**src/rtl/unknown_protocol_pkg.sv**
```systemverilog
// ----------------------------------------------------------------------------
// unknown_protocol_pkg
// Definitions shared by the frame-period counter and the frame serializer:
//   - DEFAULT_FRAME_WIDTH : frame length in bits (also the counter period)
//   - state_t / ST_*      : serializer FSM encoding
//   - cnt_width()         : width of a counter that spans 0 .. w-1
// ----------------------------------------------------------------------------
package unknown_protocol_pkg;

   localparam int unsigned DEFAULT_FRAME_WIDTH = 72;

   // Serializer FSM state encoding
   typedef logic [0:0] state_t;
   localparam state_t ST_IDLE  = 1'b0;
   localparam state_t ST_SHIFT = 1'b1;

   function automatic int unsigned cnt_width(input int unsigned w);
      return $clog2(w);
   endfunction

endpackage

```
**src/rtl/frame_serializer.sv**
```systemverilog
// ----------------------------------------------------------------------------
// frame_serializer
// Accepts parallel frames over valid/ready into a one-entry holding buffer and
// shifts them out MSB-first, one bit per clock. Frames are moved from the
// buffer into the shift register only on frame_tick, so a tick on the last bit
// of a frame with a buffered successor gives a gap-free serial stream.
// Ports:
//   clk         : clock, rising edge
//   reset       : asynchronous, active-high reset
//   frame_tick  : one-cycle frame-boundary strobe from the period counter
//   data_in     : parallel frame, bit FRAME_WIDTH-1 sent first
//   data_valid  : data_in is valid
//   data_ready  : holding buffer is empty and can accept a frame
//   serial_out  : serial bit stream (IDLE_LEVEL when not shifting)
//   serial_en   : serial_out carries frame data this cycle
//   frame_start : high with the first (MSB) bit of each frame
//   underrun    : pulse, a tick found the holding buffer empty
//   sync_err    : pulse, a tick arrived before the current frame finished
// All outputs come straight from flops.
// ----------------------------------------------------------------------------
module frame_serializer
   import unknown_protocol_pkg::*;
#(
   parameter int unsigned FRAME_WIDTH = DEFAULT_FRAME_WIDTH,
   parameter logic        IDLE_LEVEL  = 1'b0
) (
   input  logic                   clk,
   input  logic                   reset,
   input  logic                   frame_tick,
   input  logic [FRAME_WIDTH-1:0] data_in,
   input  logic                   data_valid,
   output logic                   data_ready,
   output logic                   serial_out,
   output logic                   serial_en,
   output logic                   frame_start,
   output logic                   underrun,
   output logic                   sync_err
);

   localparam int unsigned CW = cnt_width(FRAME_WIDTH);
   localparam logic [CW-1:0] LAST_CNT = CW'(FRAME_WIDTH - 1);

   if (FRAME_WIDTH < 2) begin : g_width_check
      $error("frame_serializer: FRAME_WIDTH must be at least 2");
   end

   // Registered state
   state_t                 r_state;
   logic                   r_hold_full;
   logic [FRAME_WIDTH-1:0] r_hold_data;
   logic [FRAME_WIDTH-1:0] r_shift;
   logic [CW-1:0]          r_bit_cnt;
   logic                   r_data_ready;
   logic                   r_serial_out;
   logic                   r_serial_en;
   logic                   r_frame_start;
   logic                   r_underrun;
   logic                   r_sync_err;

   // Next-state values
   state_t                 w_state_d;
   logic                   w_hold_full_d;
   logic [FRAME_WIDTH-1:0] w_hold_data_d;
   logic [FRAME_WIDTH-1:0] w_shift_d;
   logic [CW-1:0]          w_bit_cnt_d;
   logic                   w_frame_start_d;
   logic                   w_underrun_d;
   logic                   w_sync_err_d;
   logic                   w_last;

   // r_shift[MSB] is the bit on the line while in SHIFT; r_bit_cnt is its index.
   assign w_last = (r_state == ST_SHIFT) && (r_bit_cnt == LAST_CNT);

   always_comb begin
      w_state_d       = r_state;
      w_hold_full_d   = r_hold_full;
      w_hold_data_d   = r_hold_data;
      w_shift_d       = r_shift;
      w_bit_cnt_d     = r_bit_cnt;
      w_frame_start_d = 1'b0;
      w_underrun_d    = 1'b0;
      w_sync_err_d    = 1'b0;

      // Accept only into an empty buffer; a load below only happens when the
      // buffer is full, so the two never collide.
      if (data_valid && !r_hold_full) begin
         w_hold_full_d = 1'b1;
         w_hold_data_d = data_in;
      end

      if (r_state == ST_SHIFT) begin
         if (frame_tick) begin
            // Early tick aborts the frame; the tick is then handled below.
            if (!w_last) begin
               w_sync_err_d = 1'b1;
            end
         end else if (w_last) begin
            w_state_d = ST_IDLE;
         end else begin
            w_shift_d   = {r_shift[FRAME_WIDTH-2:0], 1'b0};
            w_bit_cnt_d = r_bit_cnt + CW'(1);
         end
      end

      // Tick handling is identical from IDLE, from the last bit and after an
      // abort: reload from the buffer, or flag an underrun and go idle.
      if (frame_tick) begin
         if (r_hold_full) begin
            w_state_d       = ST_SHIFT;
            w_shift_d       = r_hold_data;
            w_bit_cnt_d     = '0;
            w_hold_full_d   = 1'b0;
            w_frame_start_d = 1'b1;
         end else begin
            w_state_d    = ST_IDLE;
            w_underrun_d = 1'b1;
         end
      end
   end

   always_ff @(posedge clk or posedge reset) begin
      if (reset) begin
         r_state       <= ST_IDLE;
         r_hold_full   <= 1'b0;
         r_hold_data   <= '0;
         r_shift       <= '0;
         r_bit_cnt     <= '0;
         r_data_ready  <= 1'b1;
         r_serial_out  <= IDLE_LEVEL;
         r_serial_en   <= 1'b0;
         r_frame_start <= 1'b0;
         r_underrun    <= 1'b0;
         r_sync_err    <= 1'b0;
      end else begin
         r_state       <= w_state_d;
         r_hold_full   <= w_hold_full_d;
         r_hold_data   <= w_hold_data_d;
         r_shift       <= w_shift_d;
         r_bit_cnt     <= w_bit_cnt_d;
         r_data_ready  <= !w_hold_full_d;
         r_serial_out  <= (w_state_d == ST_SHIFT) ? w_shift_d[FRAME_WIDTH-1] : IDLE_LEVEL;
         r_serial_en   <= (w_state_d == ST_SHIFT);
         r_frame_start <= w_frame_start_d;
         r_underrun    <= w_underrun_d;
         r_sync_err    <= w_sync_err_d;
      end
   end

   assign data_ready  = r_data_ready;
   assign serial_out  = r_serial_out;
   assign serial_en   = r_serial_en;
   assign frame_start = r_frame_start;
   assign underrun    = r_underrun;
   assign sync_err    = r_sync_err;

endmodule

```
**config.mk**
```make
export PLATFORM = sky130hd
export DESIGN_NAME = frame_serializer
export DESIGN_NICKNAME = d
export VERILOG_FILES = /design/src/rtl/unknown_protocol_pkg.sv /design/src/rtl/frame_serializer.sv
export SDC_FILE = /design/constraint.sdc
export NUM_CORES = 1
export LEC_CHECK = 0
export BUFFER_PORTS_ARGS = -buffer_cell sky130_fd_sc_hd__buf_4
export CORE_UTILIZATION = 45
export CTS_CLUSTER_DIAMETER = 200
export DETAILED_ROUTE_END_ITERATION = 16
export GPL_TIMING_DRIVEN = 0
export SLEW_MARGIN = 20
export SYNTH_ARGS = -nofsm -noshare
export SYNTH_HDL_FRONTEND = slang
export SYNTH_SLANG_ARGS = --single-unit
```
**constraint.sdc**
```tcl
create_clock -name clk -period 5.55 [get_ports clk]
set_clock_uncertainty 0.15 [all_clocks]
set_input_delay 0.8325 -clock clk [delete_from_list [all_inputs] [get_ports clk]]
set_output_delay 0.8325 -clock clk [all_outputs]
set_load 0.05 [all_outputs]
```
## Yosys cells after proc, flatten, opt, wreduce, memory -nomap -nowiden

Cells that the tools add are included.
W data, S select, Z words.

| word-level totals | value |
|---|---|
| logic and storage cells | 39 |
| register bits | 158 |
| output and inout bits | 6 |
| input bits | 76 |

| cells by class | value |
|---|---|
| add/sub/neg operators | 1 |
| mux-type cells | 23 |
| equality and inequality tests | 1 |
| reductions and logical operators | 4 |

Operator list:

| operator | number |
|---|---|
| $mux W72 | 5 |
| $mux W7 | 5 |
| $mux W1 | 13 |
| $add A7 B1 Y7 const B | 1 |
| $eq A7 B7 Y1 const B | 1 |
| $logic_and A1 B1 Y1 | 2 |
| $logic_not A1 Y1 | 2 |

## Longest topological paths before layout

Gate-level depths: netlist of the first run.

| logic depth | value |
|---|---|
| depth in word-level cells | 8 |
| gate-level depth with buffers | 6 |
| mapped depth without buffers | 4 |

## Worst setup path after synthesis of the first run

OpenSTA, ideal clock, no wires.

| timing path | value |
|---|---|
| path kind | input-to-reg |
| start | input port frame_tick |
| end | register r_bit_cnt[5] |
| stages | 6 |
| setup time | 0.130 ns |
| data arrival time | 1.714 ns |
| data required time | 5.270 ns |
| path slack | 3.557 ns |
| buffers on the path | 3 |
| cell sequence | buf_6 nand2b_1 buf_2 buf_2 o31ai_1 a21oi_1 |

| on the way | value |
|---|---|
| word-level cells in the longest chain between the ends | 4 |

Ends and longest elaborated chain:

| what | line | text |
|---|---|---|
| from (decl) | frame_serializer.sv:29 | `input logic frame_tick,` |
| $mux W7 | frame_serializer.sv:92 | `if (frame_tick) begin` |
| $mux W7 | frame_serializer.sv:91 | `if (r_state == ST_SHIFT) begin` |
| $mux W7 | frame_serializer.sv:108 | `if (r_hold_full) begin` |
| $mux W7 * | frame_serializer.sv:107 | `if (frame_tick) begin` |
| net w_bit_cnt_d[5] | frame_serializer.sv:65 | `logic [CW-1:0] w_bit_cnt_d;` |
| to (signal assigned) | frame_serializer.sv:139 | `r_bit_cnt <= w_bit_cnt_d;` |
| to (decl) | frame_serializer.sv:52 | `logic [CW-1:0] r_bit_cnt;` |

The timed path passes the listed nets; every way through them passes the cells marked *.
A chain may end at the register's enable or synchronous reset.

## Worst setup path in the final report of the first run

| timing path | value |
|---|---|
| start | register r_data_ready (netlist: data_ready) |
| end | output port data_ready |

RTL lines:

| what | line | text |
|---|---|---|
| from (decl) | frame_serializer.sv:53 | `logic r_data_ready;` |
| from (signal assigned) | frame_serializer.sv:140 | `r_data_ready <= !w_hold_full_d;` |
| to (decl) | frame_serializer.sv:32 | `output logic data_ready,` |

No word-level cell between the ends.

==> results of run 1 <==
==> per-stage QoR <==
step | hold slack [ns] | TNS, ns | power, mW | instance area [sq um]
global placement | 0.311 | -221.91 | 2.47 | 8560
detailed placement | 0.325 | 0 | 2.52 | 8600
CTS | 0.339 | 0 | 3.78 | 9220
global route | 0.358 | 0 | 3.96 | 9220
finish | 0.337 | 0 | 3.76 | 9220
floorplan | 0.292 | 0 | 2.29 | 7690
==> cell families after synthesis <==
group                      Yosys count  synth area share [%]
AOI/OAI and AO/OA                  228                  20.9
adders and majority gates            1                 0.163
buffers and inverters               85                  5.14
DFF                                157                  51.1
muxes                               73                  10.7
and+or+nand+nor                    164                  12.0
==> sequential cells by signal, indices dropped and copies added (netlist names) <==
register / cells
serial_out: 1
r_bit_cnt: 7
frame_start: 1
sync_err: 1
r_hold_data: 72
serial_en: 1
data_ready: 1
r_hold_full: 1
r_shift: 71
underrun: 1
==> area by class of cell <==
cell class / count / area (sq um) / share of cell area, %
flip-flops and latches: 157 / 3930 / 42.6
plain buffers: 80 / 377 / 4.08
clock buffers: 21 / 460 / 4.99
repair buffers: 81 / 628 / 6.81
inverters: 5 / 26.3 / 0.285
well taps: 220 / 275 / 2.98
multi-input cells: 466 / 3360 / 36.4
clock inverters: 11 / 165 / 1.79
==> per-layer routing <==
layer | vias to the layer above | GRT usage, %
met3 | 24 | 4.60
met5 | - | 0
met1 | 3184 | 32.2
met2 | 199 | 35.6
met4 | 0 | 9.00
li1 | 2890 | -
==> cell usage in the layout, fill, tap and decap left out, types with 2 or more instances in the layout <==
cell	netlist	routed
nor2_1	72	72
nand2_1	6	6
o21ai_0	3	3
buf_2	46	46
o211ai_1	73	73
clkbuf_1	27	29
a31oi_1	71	71
inv_1	5	4
dfrtp_1	156	156
o31ai_1	2	2
a21oi_1	5	5
a22oi_1	70	70
buf_4	3	83
mux2_2	72	72
nand3_1	3	3
clkbuf_16	0	17
clkbuf_8	0	2
nor3b_1	70	70
buf_1	3	3
nor2b_1	3	3
bufinv_16	0	4
nand4b_1	2	2
clkinv_2	0	3
clkinvlp_4	0	4
==> worst max path at each step <==
| stage | endpoint | slack, ns | start |
|---|---|---|---|
| 4_1_cts | data_ready | 3.41 | data_ready$_DFF_PP1_ |
| 6_report | data_ready | 3.43 | data_ready$_DFF_PP1_ |
| 5_1_grt | data_ready | 3.39 | data_ready$_DFF_PP1_ |
| 3_3_place_gp | r_hold_data[68]$_DFFE_PP0P_ | -1.43 | reset |
| 2_1_floorplan | frame_start$_DFF_PP0_ | 0.33 | reset |
| 3_5_place_dp | r_shift[46]$_DFF_PP0_ | 3.12 | frame_tick |
==> power by group through the flow <==
stage                     logic, mW  registers, mW  clock network (mW)
after floorplan               0.640           1.65                   0
after global placement        0.790           1.68                   0
after detailed placement      0.826           1.70                   0
after CTS                     0.834           1.68                1.26
after global routing          0.920           1.73                1.31
final                         0.832           1.69                1.24
==> impl_metrics.json, run 1 <==
{
  "status": "complete, no violations",
  "clock-sinks": 157,
  "highest_layer": "met4",
  "fin_ws_ns": 3.43,
  "rr_endpoint": "r_shift[32]$_DFF_PP0_",
  "die_w_um": 133,
  "drt_iter0_drc": 841,
  "fp.dieArea_sq_um": 17600,
  "reg2reg_depth": 4,
  "cts-root-buf": "clkbuf_16",
  "met3WireLength_um": 884,
  "fmax_mhz": 471,
  "antenna_found_initial": 0,
  "cp_cell_sequence": "buf_4",
  "r2r_start": "r_hold_full$_DFF_PP0_",
  "p_per_area_nw_per_um2": 408,
  "finalMaxSlewViolations": 0,
  "grt-ovfl-total": 0,
  "synth_cell_types": 35,
  "yosys.area.top_type_share_pct": 50.8,
  "min_period_ns": 2.12,
  "syn_nets": 785,
  "finalHoldViolations": 0,
  "cts_made_buffers": 17,
  "p_leak_nw": 3.78,
  "finalWirelength_um": 19300,
  "pre_cts_ws_ns": 3.12,
  "worstSetupEndpointType": "primary output",
  "synth_most_common_cell": "dfrtp_1",
  "ys_seq_area_share_pct": 51.1,
  "fp.dieH_um": 133,
  "clock_latency_ns": 0.43,
  "pwr-share-comb_pct": 22.1,
  "async_flop_share_pct": 100,
  "dp_cells": 1009,
  "cp_num_buf_inv": 1,
  "vias_per_cell": 6.05,
  "vias": 6297,
  "nNetsFinal": 885,
  "cp.arrival_ns": 1.14,
  "final_cells": 1041,
  "wl_per_cell_um": 18.6,
  "start_kind": "flop",
  "switching_share_pct": 28.2,
  "power.internal_mw": 2.70,
  "ir_drop_mv": 0.212,
  "ant_nets": 0,
  "wl_met2_um": 9260,
  "cap_violations": 0,
  "syn_area_sq_um": 7690,
  "cp_slowest_cell": "dfstp_2",
  "switchingPower_mw": 1.06,
  "ff2ff_setup_slack_ns": 3.55,
  "wl_met1_um": 8850,
  "crit_cells": 1,
  "power.share.clock_pct": 33.0,
  "row_count": 47,
  "start_util_pct": 46.2,
  "grt_max_degree": 83,
  "cp_max_fo": 1,
  "tightest_slew_ns": 0.574,
  "n_fill_cell": 1454,
  "hold_buffers": 0,
  "avgSynthCellArea_sq_um": 10.9,
  "yosysWarnings": 0,
  "postSynthCellCount": 708,
  "clockBufferDepth": 2,
  "post_cts_buffers": 0,
  "period_share_pct": 38.3,
  "gp_congestion": 0.827,
  "p_seq_share_pct": 44.9,
  "synth_area_leaders": "dfrtp_1, mux2_2, o211ai_1, a22oi_1, nor3b_1",
  "ctsResizeCount": 0,
  "synth_common_cells": "dfrtp_1, o211ai_1, mux2_2, nor2_1, a31oi_1",
  "htree_levels": 4,
  "hold_path.class": "in -> async",
  "place_hpwl_um": 12400,
  "grt_pass1_wl_um": 32700,
  "synth-seq-cells": 157,
  "setup_viol": 0,
  "cpPeakStageDelay_ns": 0.53,
  "ios": 82,
  "required_ns": 4.57,
  "synthFlopType": "dfrtp_1",
  "grt_pass1_vias": 6389,
  "drc": 0,
  "synth_enable_flop_cells": 0,
  "synth_largest_area_cell": "dfrtp_1",
  "antennaDiodeCount": 0,
  "critPathKind": "reg -> out",
  "slew_headroom_pct": 61.7,
  "coreArea_sq_um": 16600,
  "syn2layout_area_growth_pct": 20.0,
  "cts_tree": "yes",
  "layout-drive-gt1-share_pct": 28.9,
  "cp_top_family": "flip-flops",
  "gr-usage-all-layers_pct": 23.1,
  "path_clk_slew_ns": 0.06,
  "fin_util_pct": 55.4,
  "first_pass_iters": 7,
  "rsz0062_at_grt": "false",
  "portBuffers": 80
}
Power figures use the tool's default switching activity.
==> run 2: changes to the inputs <==
PLACE_DENSITY = 0.66   (was unset)
clock period = 1.95 ns   (was 5.55 ns; I/O delays follow)
==> run 2 against run 1 <==
Die area did not move. Critical path type is now reg -> reg. Power rose to 2.9 times the previous value. Routed wire length grew 2.1%. Largest power group unchanged.
==> impl_metrics.json, run 2 (synthesis gave the netlist of run 1 again) <==
{
  "pre_cts_ws_ns": 0.0240,
  "setup_tns_ns": 0,
  "cp_num_buf_inv": 2,
  "slew_headroom_pct": 67.2,
  "multi_input_area_sq_um": 3370,
  "nNetsFinal": 963,
  "ios": 82,
  "portBuffers": 80,
  "first_pass_iters": 7,
  "grt_pass1_vias": 6709,
  "min_period_ns": 1.86,
  "fin_util_pct": 60.5,
  "finalMaxSlewViolations": 0,
  "p_per_area_nw_per_um2": 1070,
  "dp_cells": 1013,
  "largestRegisters": "r_hold_data x72, r_shift x71, r_bit_cnt x7",
  "ant_nets": 0,
  "clock-sinks": 157,
  "syn2layout_area_growth_pct": 31.1,
  "period_share_pct": 95.6,
  "layout-drive-gt1-share_pct": 27.6,
  "drt_iter0_drc": 625,
  "fp.dieArea_sq_um": 17600,
  "fin_ws_ns": 0.0865,
  "start_util_pct": 46.2,
  "die_w_um": 133,
  "cp_max_fo": 10,
  "fmax_mhz": 537,
  "status": "complete, no violations",
  "antenna_found_initial": 0,
  "vias_per_cell": 5.87,
  "antennaDiodeCount": 0,
  "row_count": 47,
  "n_fill_cell": 1356,
  "startpoint": "r_hold_full$_DFF_PP0_",
  "ff2ff_setup_slack_ns": 0.09,
  "post_cts_buffers": 0,
  "cp.arrival_ns": 2.03,
  "cts-root-buf": "clkbuf_16",
  "critPathKind": "reg -> reg",
  "holdPathStages": 3,
  "cp_top_family": "buffers and inverters",
  "final_cells": 1119,
  "htree_levels": 4,
  "cpPeakStageDelay_ns": 0.46,
  "cp_cell_sequence": "nor2b_1, buf_2, clkbuf_4, mux2_2",
  "grt_max_degree": 36,
  "required_ns": 2.12,
  "setup_viol": 0,
  "regArea_sq_um": 3930,
  "cp_slowest_cell": "dfrtp_1",
  "place_hpwl_um": 12700,
  "design_area_sq_um": 10100,
  "cts_tree": "yes",
  "final_common_cell": "dfrtp_1",
  "path_clk_slew_ns": 0.06,
  "gp_congestion": 0.854,
  "largest_register": "r_hold_data",
  "layout_common_cells": "dfrtp_1, buf_4, dlygate4sd3_1",
  "coreArea_sq_um": 16600,
  "start_kind": "flop",
  "cap_violations": 0,
  "cts_made_buffers": 17,
  "p_leak_nw": 4.15,
  "rr_endpoint": "r_hold_data[70]$_DFFE_PP0P_",
  "reg2reg_depth": 4,
  "fp.dieH_um": 133,
  "ir_drop_mv": 0.727,
  "wl_per_cell_um": 17.6,
  "worst_hold_slack_ns": 0.0526,
  "gr-usage-all-layers_pct": 23.5,
  "vias": 6574,
  "worstSetupEndpointType": "flop",
  "setup.worst_path.end": "r_hold_data[70]$_DFFE_PP0P_",
  "finalWirelength_um": 19700,
  "clockBufferDepth": 2,
  "grt-ovfl-total": 0,
  "drc": 0,
  "total_power_mw": 10.8,
  "crit_cells": 4,
  "r2r_start": "r_hold_full$_DFF_PP0_",
  "hold_path.class": "in -> reg",
  "grt_pass1_wl_um": 33100,
  "clock_latency_ns": 0.44,
  "tightest_slew_ns": 0.492,
  "finalHoldViolations": 0,
  "dpl_cell_area_sq_um": 8680,
  "largest_register_ffs": 72
}
-- run 2: worst register-to-register path, cell delays in order (launching register included) --
cell      delay, ns
dfrtp_1        0.46
nor2b_1        0.12
buf_2          0.32
clkbuf_4       0.33
mux2_2         0.37
-- run 2: report_power, final --
group          switching (mW)  internal (mW)  leakage, nW
Clock                    1.32           2.16        0.300
Sequential              0.639           4.17         1.84
Combinational            1.09           1.43         2.01
-- run 2: area by class of cell --
cell class                      count  area share [%]
Clock buffer                       20            4.43
Multi-Input combinational cell    466            33.4
Inverter                            5           0.224
Timing Repair Buffer              159            14.5
Clock inverter                     12            1.68
Tap cell                          220            2.73
Sequential cell                   157            39.0
Buffer                             80            4.05
-- run 2: repair_timing --
action	4_1_cts	5_1_grt
gates resized for setup	0	23
hold endpoints to repair	88	0
endpoints found under the setup margin	0	73
hold buffers	74	0
-- run 2: worst min-delay path by stage --
stage	slack [ns]	start	end
after floorplan	0.29	r_hold_data[71]$_DFFE_PP0P_	serial_out$_DFF_PP0_
after global placement	0.31	r_hold_data[71]$_DFFE_PP0P_	serial_out$_DFF_PP0_
after detailed placement	0.15	reset	underrun$_DFF_PP0_
after CTS	0.03	frame_tick	sync_err$_DFF_PP0_
after global routing	0.03	frame_tick	underrun$_DFF_PP0_
final	0.05	frame_tick	sync_err$_DFF_PP0_
-- run 2: metal layers --
metal  track usage, %  wire [um]  vias up
met5                0          0        -
met4             10.7        343        0
met3             3.56        777       24
met2             36.6       9370      193
met1             32.5       9240     3302
li1                 -          -     3055
